$ cat src/rtl/tuner_pkg.sv
// Shared types and constants for the tuner measurement path.
package tuner_pkg;

    // Default memory geometry, shared with mem, fft, find_freq and display_result.
    localparam int ADDR_W_DEF = 11;
    localparam int DATA_W_DEF = 10;

    // Sequencer states.
    typedef enum logic [2:0] {
        ST_IDLE    = 3'd0,
        ST_MEM_CLR = 3'd1,
        ST_LOAD    = 3'd2,
        ST_FFT     = 3'd3,
        ST_FREQ    = 3'd4,
        ST_DONE    = 3'd5,
        ST_GAP     = 3'd6,
        ST_ERR     = 3'd7
    } state_e;

    // Stage codes shown on the display.
    localparam logic [2:0] STG_IDLE = 3'd0;
    localparam logic [2:0] STG_LOAD = 3'd1;
    localparam logic [2:0] STG_FFT  = 3'd2;
    localparam logic [2:0] STG_FREQ = 3'd3;
    localparam logic [2:0] STG_DONE = 3'd4;
    localparam logic [2:0] STG_GAP  = 3'd5;
    localparam logic [2:0] STG_ERR  = 3'd7;

    // Map a state to its display code (IDLE and MEM_CLR both show 0).
    function automatic logic [2:0] stage_code(input state_e s);
        logic [2:0] c;
        case (s)
            ST_LOAD: c = STG_LOAD;
            ST_FFT:  c = STG_FFT;
            ST_FREQ: c = STG_FREQ;
            ST_DONE: c = STG_DONE;
            ST_GAP:  c = STG_GAP;
            ST_ERR:  c = STG_ERR;
            default: c = STG_IDLE;
        endcase
        return c;
    endfunction

endpackage

$ cat src/rtl/tuner_sequencer_watchdog.sv
// Per-stage watchdog: counts cycles while enabled, flags the last allowed cycle.
module stage_watchdog #(
    parameter int STAGE_TIMEOUT = 600000
) (
    input  logic clk,
    input  logic rst_n,
    input  logic clr_i,
    input  logic en_i,
    output logic expire_o
);

    localparam int CNT_W = (STAGE_TIMEOUT > 2) ? $clog2(STAGE_TIMEOUT) : 1;
    // A stage may occupy at most STAGE_TIMEOUT-1 cycles; the count reads
    // STAGE_TIMEOUT-2 in the last of them (it would reach STAGE_TIMEOUT-1 next).
    localparam logic [CNT_W-1:0] CNT_LAST = CNT_W'(STAGE_TIMEOUT - 2);

    logic [CNT_W-1:0] cnt_q;
    logic [CNT_W-1:0] cnt_d;

    // Next count: clear wins over increment.
    always_comb begin
        cnt_d = cnt_q;
        if (clr_i) begin
            cnt_d = '0;
        end else if (en_i) begin
            cnt_d = cnt_q + 1'b1;
        end
    end

    // Count register.
    always_ff @(posedge clk or negedge rst_n) begin
        if (!rst_n) begin
            cnt_q <= '0;
        end else begin
            cnt_q <= cnt_d;
        end
    end

    assign expire_o = en_i && (cnt_q == CNT_LAST);

endmodule

$ cat src/rtl/tuner_sequencer.sv
// Tuner measurement sequencer: clear -> load -> fft -> find_freq, owns the
// sample/spectrum memory port and routes it to the active stage.
//
// Handshake: each stage start is a level held for the whole stage; the stage
// raises its done while start is high, and the sequencer moves on at the edge
// where it samples done=1. done seen outside its own stage is ignored.
module tuner_sequencer
    import tuner_pkg::*;
#(
    parameter int ADDR_W        = ADDR_W_DEF,
    parameter int DATA_W        = DATA_W_DEF,
    parameter int STAGE_TIMEOUT = 600000,
    parameter int IDLE_GAP      = 1024
) (
    input  logic              clk,
    input  logic              rst_n,
    input  logic              run,
    input  logic              single,
    input  logic              err_clr,
    output logic              load_start,
    output logic              fft_start,
    output logic              freq_start,
    input  logic              load_done,
    input  logic              fft_done,
    input  logic              freq_done,
    input  logic [ADDR_W-1:0] load_addr,
    input  logic [ADDR_W-1:0] fft_addr,
    input  logic [ADDR_W-1:0] freq_addr,
    input  logic [DATA_W-1:0] load_wdata,
    input  logic [DATA_W-1:0] fft_wdata,
    input  logic              load_we,
    input  logic              fft_we,
    output logic              mem_rst_n,
    output logic [ADDR_W-1:0] mem_addr,
    output logic [DATA_W-1:0] mem_wdata,
    output logic              mem_we,
    output logic [2:0]        stage,
    output logic              busy,
    output logic              result_valid,
    output logic              error,
    output logic [1:0]        err_stage
);

    localparam int GAP_W = (IDLE_GAP > 1) ? $clog2(IDLE_GAP) : 1;
    localparam logic [GAP_W-1:0] GAP_LAST = GAP_W'(IDLE_GAP - 1);

    state_e           state_q;
    logic [GAP_W-1:0] gap_q;
    logic             error_q;
    logic [1:0]       err_stage_q;

    logic in_stage;
    logic cur_done;
    logic wd_clr;
    logic wd_expire;

    // Done of the stage that currently owns the sequencer; other dones are ignored.
    always_comb begin
        cur_done = 1'b0;
        case (state_q)
            ST_LOAD: cur_done = load_done;
            ST_FFT:  cur_done = fft_done;
            ST_FREQ: cur_done = freq_done;
            default: cur_done = 1'b0;
        endcase
    end

    assign in_stage = (state_q == ST_LOAD) || (state_q == ST_FFT) || (state_q == ST_FREQ);
    // LOAD is only entered from MEM_CLR and FFT/FREQ only on the previous
    // stage's done, so these two terms cover every stage entry.
    assign wd_clr   = (state_q == ST_MEM_CLR) || (in_stage && cur_done);

    stage_watchdog #(
        .STAGE_TIMEOUT(STAGE_TIMEOUT)
    ) u_watchdog (
        .clk      (clk),
        .rst_n    (rst_n),
        .clr_i    (wd_clr),
        .en_i     (in_stage),
        .expire_o (wd_expire)
    );

    // Main FSM with the gap counter and sticky error registers.
    always_ff @(posedge clk or negedge rst_n) begin
        if (!rst_n) begin
            state_q     <= ST_IDLE;
            gap_q       <= '0;
            error_q     <= 1'b0;
            err_stage_q <= 2'd0;
        end else begin
            case (state_q)
                ST_IDLE: begin
                    if (single || run) begin
                        state_q <= ST_MEM_CLR;
                    end
                end
                ST_MEM_CLR: begin
                    state_q <= ST_LOAD;
                end
                ST_LOAD: begin
                    // done takes priority over a simultaneous watchdog expiry
                    if (load_done) begin
                        state_q <= ST_FFT;
                    end else if (wd_expire) begin
                        state_q     <= ST_ERR;
                        error_q     <= 1'b1;
                        err_stage_q <= STG_LOAD[1:0];
                    end
                end
                ST_FFT: begin
                    if (fft_done) begin
                        state_q <= ST_FREQ;
                    end else if (wd_expire) begin
                        state_q     <= ST_ERR;
                        error_q     <= 1'b1;
                        err_stage_q <= STG_FFT[1:0];
                    end
                end
                ST_FREQ: begin
                    if (freq_done) begin
                        state_q <= ST_DONE;
                    end else if (wd_expire) begin
                        state_q     <= ST_ERR;
                        error_q     <= 1'b1;
                        err_stage_q <= STG_FREQ[1:0];
                    end
                end
                ST_DONE: begin
                    if (run) begin
                        state_q <= ST_GAP;
                        gap_q   <= '0;
                    end else begin
                        state_q <= ST_IDLE;
                    end
                end
                ST_GAP: begin
                    if (!run) begin
                        state_q <= ST_IDLE;
                    end else if (gap_q == GAP_LAST) begin
                        state_q <= ST_MEM_CLR;
                    end else begin
                        gap_q <= gap_q + 1'b1;
                    end
                end
                ST_ERR: begin
                    // err_stage keeps the last timed-out stage for inspection
                    if (err_clr) begin
                        state_q <= ST_IDLE;
                        error_q <= 1'b0;
                    end
                end
                default: begin
                    state_q <= ST_IDLE;
                end
            endcase
        end
    end

    // Status outputs are decodes of the state register.
    assign load_start   = (state_q == ST_LOAD);
    assign fft_start    = (state_q == ST_FFT);
    assign freq_start   = (state_q == ST_FREQ);
    assign result_valid = (state_q == ST_DONE);
    assign busy         = (state_q != ST_IDLE) && (state_q != ST_ERR);
    assign mem_rst_n    = in_stage || (state_q == ST_DONE) || (state_q == ST_GAP);
    assign stage        = stage_code(state_q);
    assign error        = error_q;
    assign err_stage    = err_stage_q;

    // Memory port mux: only the owning stage reaches the port; find_freq only reads.
    always_comb begin
        mem_addr  = '0;
        mem_wdata = '0;
        mem_we    = 1'b0;
        case (state_q)
            ST_LOAD: begin
                mem_addr  = load_addr;
                mem_wdata = load_wdata;
                mem_we    = load_we;
            end
            ST_FFT: begin
                mem_addr  = fft_addr;
                mem_wdata = fft_wdata;
                mem_we    = fft_we;
            end
            ST_FREQ: begin
                mem_addr = freq_addr;
            end
            default: begin
                mem_addr  = '0;
                mem_wdata = '0;
                mem_we    = 1'b0;
            end
        endcase
    end

endmodule

$ cat config.mk
export PLATFORM = sky130hd
export DESIGN_NAME = tuner_sequencer
export DESIGN_NICKNAME = d
export VERILOG_FILES = /design/src/rtl/tuner_pkg.sv /design/src/rtl/tuner_sequencer_watchdog.sv /design/src/rtl/tuner_sequencer.sv
export SDC_FILE = /design/constraint.sdc
export NUM_CORES = 1
export LEC_CHECK = 0
export CAP_MARGIN = 30
export CORE_MARGIN = 4
export CORE_UTILIZATION = 41
export DETAILED_ROUTE_END_ITERATION = 10
export PLACE_DENSITY = 0.78
export SLEW_MARGIN = 20
export SYNTH_ARGS = -nofsm -noshare
export SYNTH_HDL_FRONTEND = slang
export SYNTH_SLANG_ARGS = --single-unit
$ cat constraint.sdc
create_clock -name clk -period 2 [get_ports clk]
set_input_delay 0.2 -clock clk [delete_from_list [all_inputs] [get_ports clk]]
set_output_delay 0.2 -clock clk [all_outputs]
set_load 0.03 [all_outputs]
## Word-level counts from Yosys, hierarchy flattened

Cells that the tools add are included.

| word-level totals | value |
|---|---|
| output and inout bits | 34 |
| register bits | 36 |

| cells by class | value |
|---|---|
| reductions and logical operators | 19 |
| equal/unequal tests | 22 |
| multiplexer cells | 34 |
| add/subtract/negate cells | 2 |

Operator list:

| operator | count |
|---|---|
| $mux 20 | 2 |
| $pmux 10 s2 | 2 |
| $pmux 11 s3 | 1 |
| $mux 10 | 3 |
| $mux 3 | 9 |
| $pmux 3 s8 | 1 |
| $add 20x1->20 const B | 1 |
| $eq 20x20->1 const B | 1 |
| $pmux 3 s6 | 1 |
| $ne 2x2->1 const B | 8 |
| $eq 3x3->1 const B | 4 |
| $mux 2 | 6 |
| $add 10x1->10 const B | 1 |
| $eq 10x10->1 const B | 1 |
| $reduce_and 7->1 | 1 |
| $eq 3x2->1 const B | 2 |
| $logic_or 1x1->1 | 6 |
| $ne 2x1->1 const B | 3 |
| $ne 3x3->1 const B | 2 |
| $pmux 2 s3 | 1 |
| $reduce_bool 3->1 | 2 |
| $mux 1 | 5 |
| $reduce_and 5->1 | 1 |
| $pmux 1 s4 | 1 |
| other kinds (9) | 12 |

## Logic depth before layout (Yosys ltp)

| depth | value |
|---|---|
| depth in word-level cells | 7 |
| depth in mapped cells | 7 |

## By module

A second synthesis with hierarchy kept.

| unflattened totals | value |
|---|---|
| cells, all modules | 303 |
| area, all modules | 2611.3 um^2 |

By module, submodules not included:

| module | cells each | area each (um^2) | seq. area each (um^2) | instances |
|---|---|---|---|---|
| tuner_sequencer | 189 | 1480.2 | 400.4 | 1 |
| stage_watchdog | 114 | 1131.1 | 500.5 | 1 |

## Least setup slack after synthesis

OpenSTA, ideal clock, no wires.

| path | value |
|---|---|
| kind | reg2out |
| start | register state_q[1] |
| end | output mem_addr[0] |
| setup slack | -0.313 ns |
| data arrival time | 2.113 ns |
| data required time | 1.800 ns |
| stages on the path, launching flop included | 8 |
| path through | dfrtp_1 > buf_6 > or3b_2 > clkbuf_1 > inv_1 > clkbuf_1 > nand2_1 > o21ai_0 |

| on the way | value |
|---|---|
| word-level cells in the longest chain between the ends | 2 |

Ends and longest elaborated chain:

| item | line | RTL |
|---|---|---|
| from (decl) | tuner_sequencer.sv:47 | `state_e state_q;` |
| from (signal assigned) | tuner_sequencer.sv:86 | `state_q <= ST_IDLE;` |
| from (signal assigned) | tuner_sequencer.sv:94 | `state_q <= ST_MEM_CLR;` |
| from (signal assigned) | tuner_sequencer.sv:98 | `state_q <= ST_LOAD;` |
| $eq 3x3->1 | - |  |
| net freq_start | tuner_sequencer.sv:22 | `output logic freq_start,` |
| $pmux 11 s3 | tuner_sequencer.sv:175 | `case (state_q)` |
| to (decl) | tuner_sequencer.sv:34 | `output logic [ADDR_W-1:0] mem_addr,` |

The timed path passes the listed nets, and every way through them passes these cells.

## Worst setup path after layout

| path | value |
|---|---|
| start | register state_q[1] |
| end | register u_watchdog.cnt_q[13] |

| on the way | value |
|---|---|
| word-level cells in the longest chain between the ends | 6 |

Ends and longest elaborated chain:

| item | line | RTL |
|---|---|---|
| parallel branches: the longest is 6 deep, another holds $mux 20 | - |  |
| to (signal assigned) | tuner_sequencer_watchdog.sv:35 | `cnt_q <= cnt_d;` |
| to (decl) | tuner_sequencer_watchdog.sv:17 | `logic [CNT_W-1:0] cnt_q;` |

Parallel ways; which one is timed is not known.
A chain may end at the register's enable or synchronous reset.

==> impl_metrics.py <==
metrics = {
    "power": {
        "powerDensity_mw_per_mm2": 1110,
        "sequentialPowerShare_pct": 19.5,
        "p_clk_share_pct": 13.8,
        "p_leak_nw": 1.73,
        "p_int_mw": 2.61,
        "p_switching_mw": 2.12,
        "p_sw_share_pct": 44.9,
        "pwr-share-comb_pct": 66.8,
        "ir_drop_uv": 740,
    },
    "route": {
        "detail-route-antenna-nets": 0,
        "drc": 0,
        "num_vias": 3017,
        "drtIter0Drc": 98,
        "dr.pass1.iters": 4,
        "avgViaCountPerCell": 5.81,
        "drt-total-wl_um": 8820,
        "wl_per_cell_um": 17.0,
    },
    "clocking": {
        "numCtsBuffers": 5,
        "clock_sinks": 36,
        "root_buffer": "clkbuf_8",
        "postCtsHoldBufs": 0,
        "ctsHtreeMaxLevel": 2,
        "path_clk_slew_ns": 0.08,
        "cts_buffer_depth": 2,
        "worstSkewPairLatency_ns": 0.29,
        "cts_tree": "yes",
    },
    "yosys": {
        "syn-cell-area_sq_mm": 0.00264,
        "synth.distinct_cells": 52,
        "synth_edf_count": 0,
        "synth_nets": 381,
        "yosys.area.top_type_share_pct": 34.2,
        "synth_most_common_cell": "dfrtp_1",
        "yosysWarnings": 0,
        "synth_seq_cells": 36,
        "ys.flop_type": "dfrtp_1",
        "async_flop_share_pct": 100,
        "synth_area_leader_cell": "dfrtp_1",
        "syn_area_per_cell_sq_um": 8.37,
        "syn_inst": 315,
        "seq_area_frac_synth_pct": 34.2,
        "yosys-top-cells-area": "dfrtp_1 34%, mux2i_1 6.1%, a21oi_1 4.9%",
        "synthTopCellsByCount": "36 x dfrtp_1, 30 x nand2_1, 26 x a21oi_1",
    },
    "global_route": {
        "grtUsageTotal_pct": 21.3,
        "grt_overflow_total": 0,
        "antenna_found_initial": 0,
        "grt_max_degree": 37,
        "grt_pass1_wl_um": 13500,
        "grt_pass1_vias": 2983,
    },
    "setup_path": {
        "slowest_delay_ns": 0.58,
        "crit_path_end_kind": "flip-flop",
        "crit_path_max_fanout": 5,
        "cp-start-kind": "flip-flop",
        "crit_buf_inv": 2,
        "arrival_ns": 2.22,
        "critPathKind": "reg -> reg",
        "r2r_slack_ns": -0.05,
        "crit_required_ns": 2.17,
        "path_delay_family": "compound AO/OA/AOI/OAI gates",
        "path_cells": "buf_6 > o21a_4 > buf_4 > or4_4 > o31ai_1 > a21oi_2",
        "r2r_start": "state_q[1]",
        "r2r_cells": 6,
        "r2r_end": "u_watchdog.cnt_q[13]",
        "cp_slowest_cell": "or4_4",
    },
    "sta": {
        "finalCriticalPeriod_ns": 2.05,
        "slew_viol_final": 0,
        "setup_violations": 4,
        "hold_viol": 0,
        "skew_ns": 0.00632,
        "worst_slew_pin_slew_ns": 0.471,
        "timing.hold.ws_ns": 0.326,
        "rsz0062_at_grt": "true",
        "min_period_over_period_pct": 102,
        "fin_ws_ns": -0.0487,
        "timing.slew.headroom_pct": 68.6,
        "max_freq_mhz": 488,
    },
    "min_path": {
        "hp-class": "in -> async",
    },
    "floorplanning": {
        "core_area_sq_mm": 0.00610,
        "fp.dieW_um": 88.2,
        "die_area_sq_mm": 0.00778,
        "rows": 28,
        "start_util_pct": 43.3,
        "die_h_um": 88.2,
        "io_pins": 97,
    },
    "run": {
        "cap_violations": 0,
    },
    "cells_and_area": {
        "num_antenna_cells": 0,
        "finalCoreUtilization_pct": 70.1,
        "fill_cells": 482,
        "multi_input_area_sq_mm": 0.00182,
        "drive_above_1_share_pct": 30.2,
        "finalNonFillerCells": 519,
        "final-seq-area_sq_um": 905,
        "fin_nets": 509,
        "area_delta_synth_final_pct": 62.0,
    },
    "place": {
        "dp_hpwl_um": 6040,
        "port_buffers": 96,
        "post-place-ws_ns": -0.0190,
        "placed_cells": 497,
        "place_congestion": 0.917,
    },
    "status": {
        "status": "finished with violations",
        "violations": "negative setup slack",
    },
}
==> repair_timing <==
| item | CTS | global route |
|---|---|---|
| endpoints found under the setup margin | 27 | 45 |
| pin swaps | 5 | 17 |
| resized for setup | 13 | 50 |
| setup buffers | 5 | 7 |
| hold endpoints to repair | 0 | 0 |
| gates cloned | 1 | 2 |
==> cell usage in the layout, fill, tap and decap left out, types with 8 or more instances in the layout <==
| cell type | Yosys | final |
|---|---|---|
| clkdlybuf4s50_1 | 0 | 65 |
| buf_4 | 0 | 59 |
| dfrtp_1 | 36 | 33 |
| nand2_1 | 30 | 30 |
| a21oi_1 | 26 | 19 |
| mux2i_1 | 16 | 16 |
| nor2_1 | 16 | 14 |
| nand3_1 | 14 | 14 |
| buf_6 | 2 | 13 |
| a22o_1 | 12 | 12 |
| nor3_1 | 13 | 12 |
| o21ai_2 | 0 | 9 |
| o21ai_0 | 20 | 9 |
| or4_4 | 1 | 8 |
==> sequential cells by signal, indices dropped and copies added (netlist names) <==
signal	cells
err_stage	2
gap_q	10
u_watchdog.cnt_q	20
error	1
state_q	3
==> metal layers <==
layer	vias up	track usage [%]	routed length (um)
li1	1451	-	-
met1	1423	24.7	3520
met2	125	38.3	4540
met3	18	6.11	637
met4	0	5.49	122
met5	-	0	0
==> area by class of cell <==
| cell class | count | area share, % |
|---|---|---|
| clock buffer | 6 | 1.70 |
| clock inverter | 2 | 0.820 |
| multi-input combinational | 251 | 42.7 |
| tap | 75 | 2.20 |
| timing repair buffer | 141 | 30.6 |
| inverter | 8 | 0.878 |
| sequential | 36 | 21.2 |
==> how the worst max path moves through the flow <==
stage                               startpoint                   end  slack, ns  cells after the start
final                               state_q[1]  u_watchdog.cnt_q[13]      -0.05                      6
after global routing                state_q[1]  u_watchdog.cnt_q[13]      -0.07                      6
after CTS                           state_q[0]  u_watchdog.cnt_q[15]      -0.08                      5
after detailed placement  u_watchdog.cnt_q[15]            state_q[2]      -0.02                      5
after global placement                     run              gap_q[5]       0.04                      5
after floorplan                     state_q[0]  u_watchdog.cnt_q[10]       0.01                      6
==> power by group through the flow <==
stage	combinational, mW	clock [mW]	sequential [mW]
3_3_place_gp	2.60	0	0.912
3_5_place_dp	2.65	0	0.917
6_report	3.16	0.652	0.920
4_1_cts	2.85	0.657	0.904
5_1_grt	3.35	0.694	0.929
2_1_floorplan	1.73	0	0.874
==> logic make-up after synthesis <==
logic type	share of synthesized area (%)
and+or+nand+nor	29.0
AOI/OAI and AO/OA	21.3
DFF	34.2
buffers and inverters	4.84
muxes	6.93
xor gates and xnor gates	1.99
adders and majority gates	1.80
==> per-stage QoR <==
step	total power [mW]	TNS [ns]	area (sq um)
2_1_floorplan	2.60	0	2700
3_3_place_gp	3.51	0	3830
3_5_place_dp	3.56	-0.0190	3830
4_1_cts	4.42	-0.387	4030
5_1_grt	4.97	-0.634	4270
6_report	4.73	-0.112	4270
No activity file was read; power rests on OpenSTA's default activity.
